`src/rtl/jtag_tap_controller_if.sv`:
```
// Signal bundle between the TAP controller and its test-access host / external DR chain.
// The slave modport is the TAP itself; master is the side that drives TMS/TDI.
interface jtag_tap_controller_if #(
  parameter int unsigned IR_WIDTH = 4
);
  logic                tms;
  logic                tdi;
  logic                ext_tdo;
  logic                tdo;
  logic                tdo_en;
  logic [3:0]          state;
  logic [IR_WIDTH-1:0] ir;
  logic                ext_sel;
  logic                capture_dr;
  logic                shift_dr;
  logic                update_dr;

  modport master (
    output tms, tdi, ext_tdo,
    input  tdo, tdo_en, state, ir, ext_sel, capture_dr, shift_dr, update_dr
  );

  modport slave (
    input  tms, tdi, ext_tdo,
    output tdo, tdo_en, state, ir, ext_sel, capture_dr, shift_dr, update_dr
  );
endinterface

```
`src/rtl/jtag_tap_controller.sv`:
```
// IEEE 1149.1-style TAP: 16-state TMS FSM, instruction, bypass and IDCODE registers.
// Drives capture/shift/update strobes for the external DR chain and muxes TDO.
module jtag_tap_controller #(
  parameter int unsigned         IR_WIDTH     = 4,
  parameter logic [31:0]         IDCODE_VALUE = 32'h1000_0001,
  parameter logic [IR_WIDTH-1:0] OP_IDCODE    = IR_WIDTH'(1),
  parameter logic [IR_WIDTH-1:0] OP_EXTEST    = '0,
  parameter logic [IR_WIDTH-1:0] OP_BYPASS    = '1
) (
  input logic                  clk,
  input logic                  reset,
  jtag_tap_controller_if.slave bus
);

  typedef enum logic [3:0] {
    StTlr     = 4'd0,
    StRti     = 4'd1,
    StSelDr   = 4'd2,
    StCapDr   = 4'd3,
    StShiftDr = 4'd4,
    StExit1Dr = 4'd5,
    StPauseDr = 4'd6,
    StExit2Dr = 4'd7,
    StUpdDr   = 4'd8,
    StSelIr   = 4'd9,
    StCapIr   = 4'd10,
    StShiftIr = 4'd11,
    StExit1Ir = 4'd12,
    StPauseIr = 4'd13,
    StExit2Ir = 4'd14,
    StUpdIr   = 4'd15
  } tap_state_e;

  tap_state_e          state_q;
  logic [IR_WIDTH-1:0] ir_q;
  logic [IR_WIDTH-1:0] ir_sr_q;
  logic                bypass_q;
  logic [31:0]         idcode_sr_q;

  logic sel_ext;
  logic sel_idcode;
  logic sel_bypass;
  logic tdo;

  assign sel_ext    = (ir_q == OP_EXTEST);
  assign sel_idcode = (ir_q == OP_IDCODE) && !sel_ext;
  // Any opcode that is neither IDCODE nor EXTEST falls back to bypass.
  assign sel_bypass = (ir_q == OP_BYPASS) || !(sel_ext || sel_idcode);

  always_ff @(posedge clk) begin
    if (reset) begin
      state_q     <= StTlr;
      ir_q        <= OP_IDCODE;
      ir_sr_q     <= '0;
      bypass_q    <= 1'b0;
      idcode_sr_q <= IDCODE_VALUE;
    end else begin
      unique case (state_q)
        StTlr:     state_q <= bus.tms ? StTlr     : StRti;
        StRti:     state_q <= bus.tms ? StSelDr   : StRti;
        StSelDr:   state_q <= bus.tms ? StSelIr   : StCapDr;
        StCapDr:   state_q <= bus.tms ? StExit1Dr : StShiftDr;
        StShiftDr: state_q <= bus.tms ? StExit1Dr : StShiftDr;
        StExit1Dr: state_q <= bus.tms ? StUpdDr   : StPauseDr;
        StPauseDr: state_q <= bus.tms ? StExit2Dr : StPauseDr;
        StExit2Dr: state_q <= bus.tms ? StUpdDr   : StShiftDr;
        StUpdDr:   state_q <= bus.tms ? StSelDr   : StRti;
        StSelIr:   state_q <= bus.tms ? StTlr     : StCapIr;
        StCapIr:   state_q <= bus.tms ? StExit1Ir : StShiftIr;
        StShiftIr: state_q <= bus.tms ? StExit1Ir : StShiftIr;
        StExit1Ir: state_q <= bus.tms ? StUpdIr   : StPauseIr;
        StPauseIr: state_q <= bus.tms ? StExit2Ir : StPauseIr;
        StExit2Ir: state_q <= bus.tms ? StUpdIr   : StShiftIr;
        StUpdIr:   state_q <= bus.tms ? StSelDr   : StRti;
        default:   state_q <= StTlr;
      endcase

      case (state_q)
        StTlr:     ir_q    <= OP_IDCODE;
        StCapIr:   ir_sr_q <= {{(IR_WIDTH-1){1'b0}}, 1'b1};
        StShiftIr: ir_sr_q <= {bus.tdi, ir_sr_q[IR_WIDTH-1:1]};
        StUpdIr:   ir_q    <= ir_sr_q;
        StCapDr: begin
          if (sel_idcode)      idcode_sr_q <= IDCODE_VALUE;
          else if (sel_bypass) bypass_q    <= 1'b0;
        end
        StShiftDr: begin
          if (sel_idcode)      idcode_sr_q <= {bus.tdi, idcode_sr_q[31:1]};
          else if (sel_bypass) bypass_q    <= bus.tdi;
        end
        default: ;
      endcase
    end
  end

  always_comb begin
    tdo = 1'b0;
    if (state_q == StShiftIr) begin
      tdo = ir_sr_q[0];
    end else if (state_q == StShiftDr) begin
      if (sel_idcode)   tdo = idcode_sr_q[0];
      else if (sel_ext) tdo = bus.ext_tdo;
      else              tdo = bypass_q;
    end
  end

  // Strobes decode only registered state, so they cannot glitch within a TCK cycle.
  assign bus.tdo        = tdo;
  assign bus.tdo_en     = (state_q == StShiftDr) || (state_q == StShiftIr);
  assign bus.state      = state_q;
  assign bus.ir         = ir_q;
  assign bus.ext_sel    = sel_ext;
  assign bus.capture_dr = sel_ext && (state_q == StCapDr);
  assign bus.shift_dr   = sel_ext && (state_q == StShiftDr);
  assign bus.update_dr  = sel_ext && (state_q == StUpdDr);

endmodule

```
`src/flat_wrapper.sv`:
```
// flat-port wrapper written by rule: the top's interface ports become plain ports
module jtag_tap_controller_flat 
#(
  parameter int unsigned         IR_WIDTH     = 4,
  parameter logic [31:0]         IDCODE_VALUE = 32'h1000_0001,
  parameter logic [IR_WIDTH-1:0] OP_IDCODE    = IR_WIDTH'(1),
  parameter logic [IR_WIDTH-1:0] OP_EXTEST    = '0,
  parameter logic [IR_WIDTH-1:0] OP_BYPASS    = '1
)
  (clk, reset, bus_tms, bus_tdi, bus_ext_tdo, bus_tdo, bus_tdo_en, bus_state, bus_ir, bus_ext_sel, bus_capture_dr, bus_shift_dr, bus_update_dr);
  jtag_tap_controller_if #(.IR_WIDTH(IR_WIDTH)) bus_i ();
  input logic clk;
  input logic reset;
  input wire logic [$bits(bus_i.tms)-1:0] bus_tms;
  input wire logic [$bits(bus_i.tdi)-1:0] bus_tdi;
  input wire logic [$bits(bus_i.ext_tdo)-1:0] bus_ext_tdo;
  output wire logic [$bits(bus_i.tdo)-1:0] bus_tdo;
  output wire logic [$bits(bus_i.tdo_en)-1:0] bus_tdo_en;
  output wire logic [$bits(bus_i.state)-1:0] bus_state;
  output wire logic [$bits(bus_i.ir)-1:0] bus_ir;
  output wire logic [$bits(bus_i.ext_sel)-1:0] bus_ext_sel;
  output wire logic [$bits(bus_i.capture_dr)-1:0] bus_capture_dr;
  output wire logic [$bits(bus_i.shift_dr)-1:0] bus_shift_dr;
  output wire logic [$bits(bus_i.update_dr)-1:0] bus_update_dr;
  assign bus_i.tms = bus_tms;
  assign bus_i.tdi = bus_tdi;
  assign bus_i.ext_tdo = bus_ext_tdo;
  assign bus_tdo = bus_i.tdo;
  assign bus_tdo_en = bus_i.tdo_en;
  assign bus_state = bus_i.state;
  assign bus_ir = bus_i.ir;
  assign bus_ext_sel = bus_i.ext_sel;
  assign bus_capture_dr = bus_i.capture_dr;
  assign bus_shift_dr = bus_i.shift_dr;
  assign bus_update_dr = bus_i.update_dr;
  jtag_tap_controller #(.IR_WIDTH(IR_WIDTH), .IDCODE_VALUE(IDCODE_VALUE), .OP_IDCODE(OP_IDCODE), .OP_EXTEST(OP_EXTEST), .OP_BYPASS(OP_BYPASS)) u_core (.clk(clk), .reset(reset), .bus(bus_i));
endmodule
```
`config.mk`:
```
export PLATFORM = sky130hd
export DESIGN_NAME = jtag_tap_controller_flat
export DESIGN_NICKNAME = d
export VERILOG_FILES = /design/src/rtl/jtag_tap_controller_if.sv /design/src/rtl/jtag_tap_controller.sv /design/src/flat_wrapper.sv
export SDC_FILE = /design/constraint.sdc
export NUM_CORES = 1
export LEC_CHECK = 0
export ABC_AREA = 1
export ABC_CLOCK_PERIOD_IN_PS = 1350
export CORE_ASPECT_RATIO = 0.8
export CORE_MARGIN = 2
export CORE_UTILIZATION = 40
export DETAILED_ROUTE_END_ITERATION = 10
export MAX_ROUTING_LAYER = met4
export PLACE_DENSITY = 0.64
export SLEW_MARGIN = 20
export SYNTH_ARGS = -nofsm -noshare
export SYNTH_HDL_FRONTEND = slang
export SYNTH_SLANG_ARGS = --single-unit
```
`constraint.sdc`:
```
create_clock -name clk -period 1.35 [get_ports clk]
set_input_delay 0.2025 -clock clk [delete_from_list [all_inputs] [get_ports clk]]
set_output_delay 0.2025 -clock clk [all_outputs]
set_load 0.02 [all_outputs]
```
* Word-level counts from Yosys, hierarchy flattened
Cells that the tools add are included.
** Cells by class
- Multiplexer cells :: 27
- Eq/ne operators :: 23
- Reductions and logical operators :: 19
** Operators by type and width (number)
- 2-to-1 mux 32 bit :: 2
- one-hot mux 32 bit (2 select lines) :: 1
- one-hot mux 4 bit (12 select lines) :: 1
- == test 4 bit (second input constant) :: 9
- == test 4 x 3 -> 1 bit (second input constant) :: 4
- 2-to-1 mux 4 bit :: 4
- one-hot mux 4 bit (2 select lines) :: 2
- 2-to-1 mux 1 bit :: 11
- == test 4 x 1 -> 1 bit (second input constant) :: 2
- == test 4 x 2 -> 1 bit (second input constant) :: 2
- logical NOT 4 bit :: 2
- != test 2 x 1 -> 1 bit (second input constant) :: 4
- 2-to-1 mux 2 bit :: 3
- 2-to-1 mux 3 bit :: 2
- nonzero test 2 bit :: 3
- AND reduction 5 bit :: 1
- logical AND 1 bit :: 4
- != test 2 bit (second input constant) :: 2
- OR reduction 2 bit :: 2
- logical OR 1 bit :: 3
- AND reduction 3 bit :: 1
- OR reduction 3 bit :: 1
- logical NOT 1 bit :: 2
- one-hot mux 1 bit (2 select lines) :: 1
** Word-level totals
- Logic and storage cells :: 74
- Input port bits :: 5
- Bits in registers :: 45
- Output and inout port bits :: 14

* Logic depth before layout (Yosys ltp)
- Word-level depth :: 9
- Mapped depth :: 9

* Least setup slack after synthesis
OpenSTA, ideal clock, no wires.
- Kind :: reg2out
- Start :: register u_core.state_q[2] (netlist: u_core.bus.state[2])
- End :: output bus_tdo
- Arrival :: 1.426 ns
- Required time :: 1.148 ns
- Stages on the path, launching flop included :: 8
- Slack :: -0.279 ns
- Cells stage by stage :: dfxtp_1 inv_1 nor2_4 nand2_2 nor2_4 buf_6 nand2_1 nand3_1
** Between the ends
- Word-level cells in the longest chain between the ends :: 3
** Ends and longest elaborated chain
- from (decl) :: line jtag_tap_controller.sv:34 : tap_state_e state_q;
- from (signal assigned) :: line jtag_tap_controller.sv:52 : state_q <= StTlr;
- from (signal assigned) :: line jtag_tap_controller.sv:59 : StTlr: state_q <= bus.tms ? StTlr : StRti;
- from (signal assigned) :: line jtag_tap_controller.sv:60 : StRti: state_q <= bus.tms ? StSelDr : StRti;
- == test 4 x 3 -> 1 bit :: line jtag_tap_controller.sv:100 : end else if (state_q == StShiftDr) begin
- 2-to-1 mux 1 bit :: line jtag_tap_controller.sv:100
- 2-to-1 mux 1 bit * :: line jtag_tap_controller.sv:98 : if (state_q == StShiftIr) begin
- to (decl) :: line flat_wrapper.sv:17 : output wire logic [$bits(bus_i.tdo)-1:0] bus_tdo;
Mark *: on every way between the ends. The rest lies on a longest branch, timed or not.

* Final worst setup path
- Start :: register u_core.ir_q[3] (netlist: u_core.bus.ir[3])
- End :: output bus_ext_sel
** Between the ends
- Word-level cells in the longest chain between the ends :: 1
** Ends and longest elaborated chain
- from (decl) :: line jtag_tap_controller.sv:35 : logic [IR_WIDTH-1:0] ir_q;
- from (signal assigned) :: line jtag_tap_controller.sv:82 : StUpdIr: ir_q <= ir_sr_q;
- logical NOT 4 bit :: line jtag_tap_controller.sv:45 : assign sel_ext = (ir_q == OP_EXTEST);
- to (decl) :: line flat_wrapper.sv:21 : output wire logic [$bits(bus_i.ext_sel)-1:0] bus_ext_sel;
No other way between the ends.

==> flow_metrics.tcl <==
set metrics [dict create \
    yosys.area.top_type "dfxtp_1" \
    rsz0062_at_grt "true" \
    required_ns 1.15 \
    cts-root-buf "clkbuf_8" \
    final_cell_mix "66 x nand2_1, 40 x nand2_4, 38 x dfxtp_1" \
    period_minus_slack_ns 1.60 \
    numCtsBuffers 5 \
    drive_gt1_share_pct 53.2 \
    r2r-start "u_core.bus.state[2]" \
    max_freq_mhz 625 \
    grt_pass1_wl_um 7690 \
    coreArea_mm2 0.00457 \
    grt_max_degree 31 \
    status "finished with violations" \
    start_util_pct 41.3 \
    drtPass1Iterations 4 \
    num_vias 1967 \
    dieHeight_um 65.5 \
    drv_cap 0 \
    slew_viol_final 0 \
    grtUsageTotal_pct 19.3 \
    drt-initial-drc-count 164 \
    dpl_worst_slack_ns -0.391 \
    grt.overflow.total 0 \
    gp_congestion 0.898 \
    clk-insertion-delay-late_ns 0.30 \
    antenna_found_initial 0 \
    arrival_ns 1.40 \
    final_cell_count_no_fill 391 \
    reg2reg_to "u_core.bus.state[2]" \
    synth_warnings 0 \
    synth_area_leaders "dfxtp_1 48%, nand2_1 22%, a21oi_1 11%" \
    power_density_mw_per_mm2 826 \
    violations "negative setup slack" \
    h-tree-depth 2 \
    startpoint "u_core.bus.ir[3]" \
    viasPerCell 5.03 \
    dp_cells 369 \
    cp_top_family "buffers and inverters" \
    maxSlewHeadroom_pct 83.1 \
    synth_cell_types 20 \
    path_max_fanout 3 \
    synthCells 269 \
    slowest_stage "dfxtp_2" \
    fin_skew_ns 0.00555 \
    wl_per_cell_um 14.3 \
    clk_path_buf_depth 2 \
    final_hold_viol_count 0 \
    yosys.area.top_type_share_pct 47.7 \
    finalPower_mw 2.65 \
    worstMarginPinSlew_ns 0.252 \
    cts_sinks 45 \
    finalSetupViolCount 27 \
    fin_util_pct 70.3 \
    critPathCaptureType "output port" \
    syn_area_mm2 0.00189 \
    path_common_cell "buf_4" \
    syn_to_final_growth_pct 70.1 \
    path_cells "nor2_4, nand2_2, nor2_4, buf_4, buf_4, buf_4, buf_6" \
    diodes 0 \
    critPathKind "register to output port" \
    syn_avg_cell_area_um2 7.02 \
    setup_slack_ns -0.249 \
    syn-num-nets 274 \
    peakVddDrop_uv 791 \
    cts.clk_slew.worst_paths_ns 0.08 \
    ys_ff_latch 45 \
    rrSetupSlack_ns -0.09 \
    hpwl_um 3080 \
    die-area_mm2 0.00529 \
    path_depth 7 \
    hold_class "register to register" \
    crit_buf_inv 4 \
    r2r_cells 11 \
    cts_tree "yes" \
    final_antenna_net_count 0 \
    startpoint_type "register" \
    period_share_pct 118 \
    ioPinCount 19 \
    seq_area_frac_synth_pct 47.7 \
    portBuffers 18 \
    layout_commonest_cell "nand2_1" \
    wl_um 5580 \
    drc_errors 0 \
    ctsHoldBuffers 0 \
    num_rows 22 \
    cpPeakStageDelay_ns 0.34 \
    die_w_um 80.8 \
    final_nets 335 \
    cellLeakagePower_nw 1.29 \
    crit_end "bus_ext_sel" \
    grt_pass1_vias 1690 \
]
[repair_timing]
| item | 4_1_cts | 5_1_grt |
|---|---|---|
| cloned | 1 | 1 |
| endpoints found under the setup margin | 53 | 53 |
| resized for setup | 72 | 143 |
| setup buffers | 3 | 9 |
| pin swaps | 10 | 18 |
[tightest hold or removal path: stages, from the launching register on]
cell and delay [ns]:
dfxtp_1 0.34, nand2_4 0.07, a21oi_2 0.04
[cells by family after synthesis]
kind of cell,count (synthesis),share of synthesized area (%)
AO/OA/AOI/OAI,49,13.4
buffers and inverters,30,7.42
flip-flops,45,47.7
AND/OR/NAND/NOR,145,31.5
[layer usage]
metal	wire length, um	track usage [%]	up-vias
met5	0	-	-
met4	97	5.72	0
met3	256	4.12	12
met2	2640	26.8	51
met1	2580	28.1	924
li1	-	-	980
[layout make-up]
cell class | count | area, um2
Tap cell | 60 | 75.1
Sequential cell | 45 | 920
Inverter | 18 | 70.1
Timing Repair Buffer | 66 | 656
Fill cell | 347 | 1360
Multi-Input combinational cell | 194 | 1380
Clock buffer | 6 | 72.6
Clock inverter | 2 | 38.8
[worst min-delay path by stage]
stage | from | end | slack (ns) | depth (start not counted)
finish | u_core.idcode_sr_q[31] | u_core.idcode_sr_q[31] | 0.48 | 2
global route | u_core.bypass_q | u_core.bypass_q | 0.50 | 2
CTS | u_core.idcode_sr_q[10] | u_core.idcode_sr_q[10] | 0.46 | 2
detailed placement | u_core.idcode_sr_q[30] | u_core.idcode_sr_q[30] | 0.45 | 2
global placement | u_core.idcode_sr_q[31] | u_core.idcode_sr_q[31] | 0.45 | 2
floorplan | bus_tms | u_core.bus.state[3] | 0.34 | 2
[cells in the mapped netlist (all sizes together)]
cell type	number
nand2	111
dfxtp	45
a21oi	40
inv	18
nor2	17
nand3	14
buf	7
clkbuf	5
o21ai	5
nand4	2
a211oi	1
a31oi	1
nand3b	1
o211ai	1
o22ai	1
[per-stage QoR]
step           setup TNS [ns]  cell area [um2]  hold slack, ns
2_1_floorplan          -0.465             1930           0.342
3_3_place_gp            -6.61             2400           0.447
3_5_place_dp            -5.88             2400           0.451
4_1_cts                 -1.07             2650           0.464
5_1_grt                 -4.63             3210           0.498
6_report                -1.89             3210           0.478
[registers in the layout, summed over array words and instances, names as in the netlist]
| name | cells |
|---|---|
| u_core.ir_sr_q | 4 |
| u_core.bus.state | 4 |
| u_core.idcode_sr_q | 32 |
| u_core.bypass_q | 1 |
| u_core.bus.ir | 4 |
[power by group]
part | switching, mW | leakage, nW | internal (mW)
sequential | 0.0129 | 0.367 | 1.33
combinational | 0.177 | 0.863 | 0.124
clock | 0.454 | 0.0554 | 0.555
No activity file was read; power rests on OpenSTA's default activity.
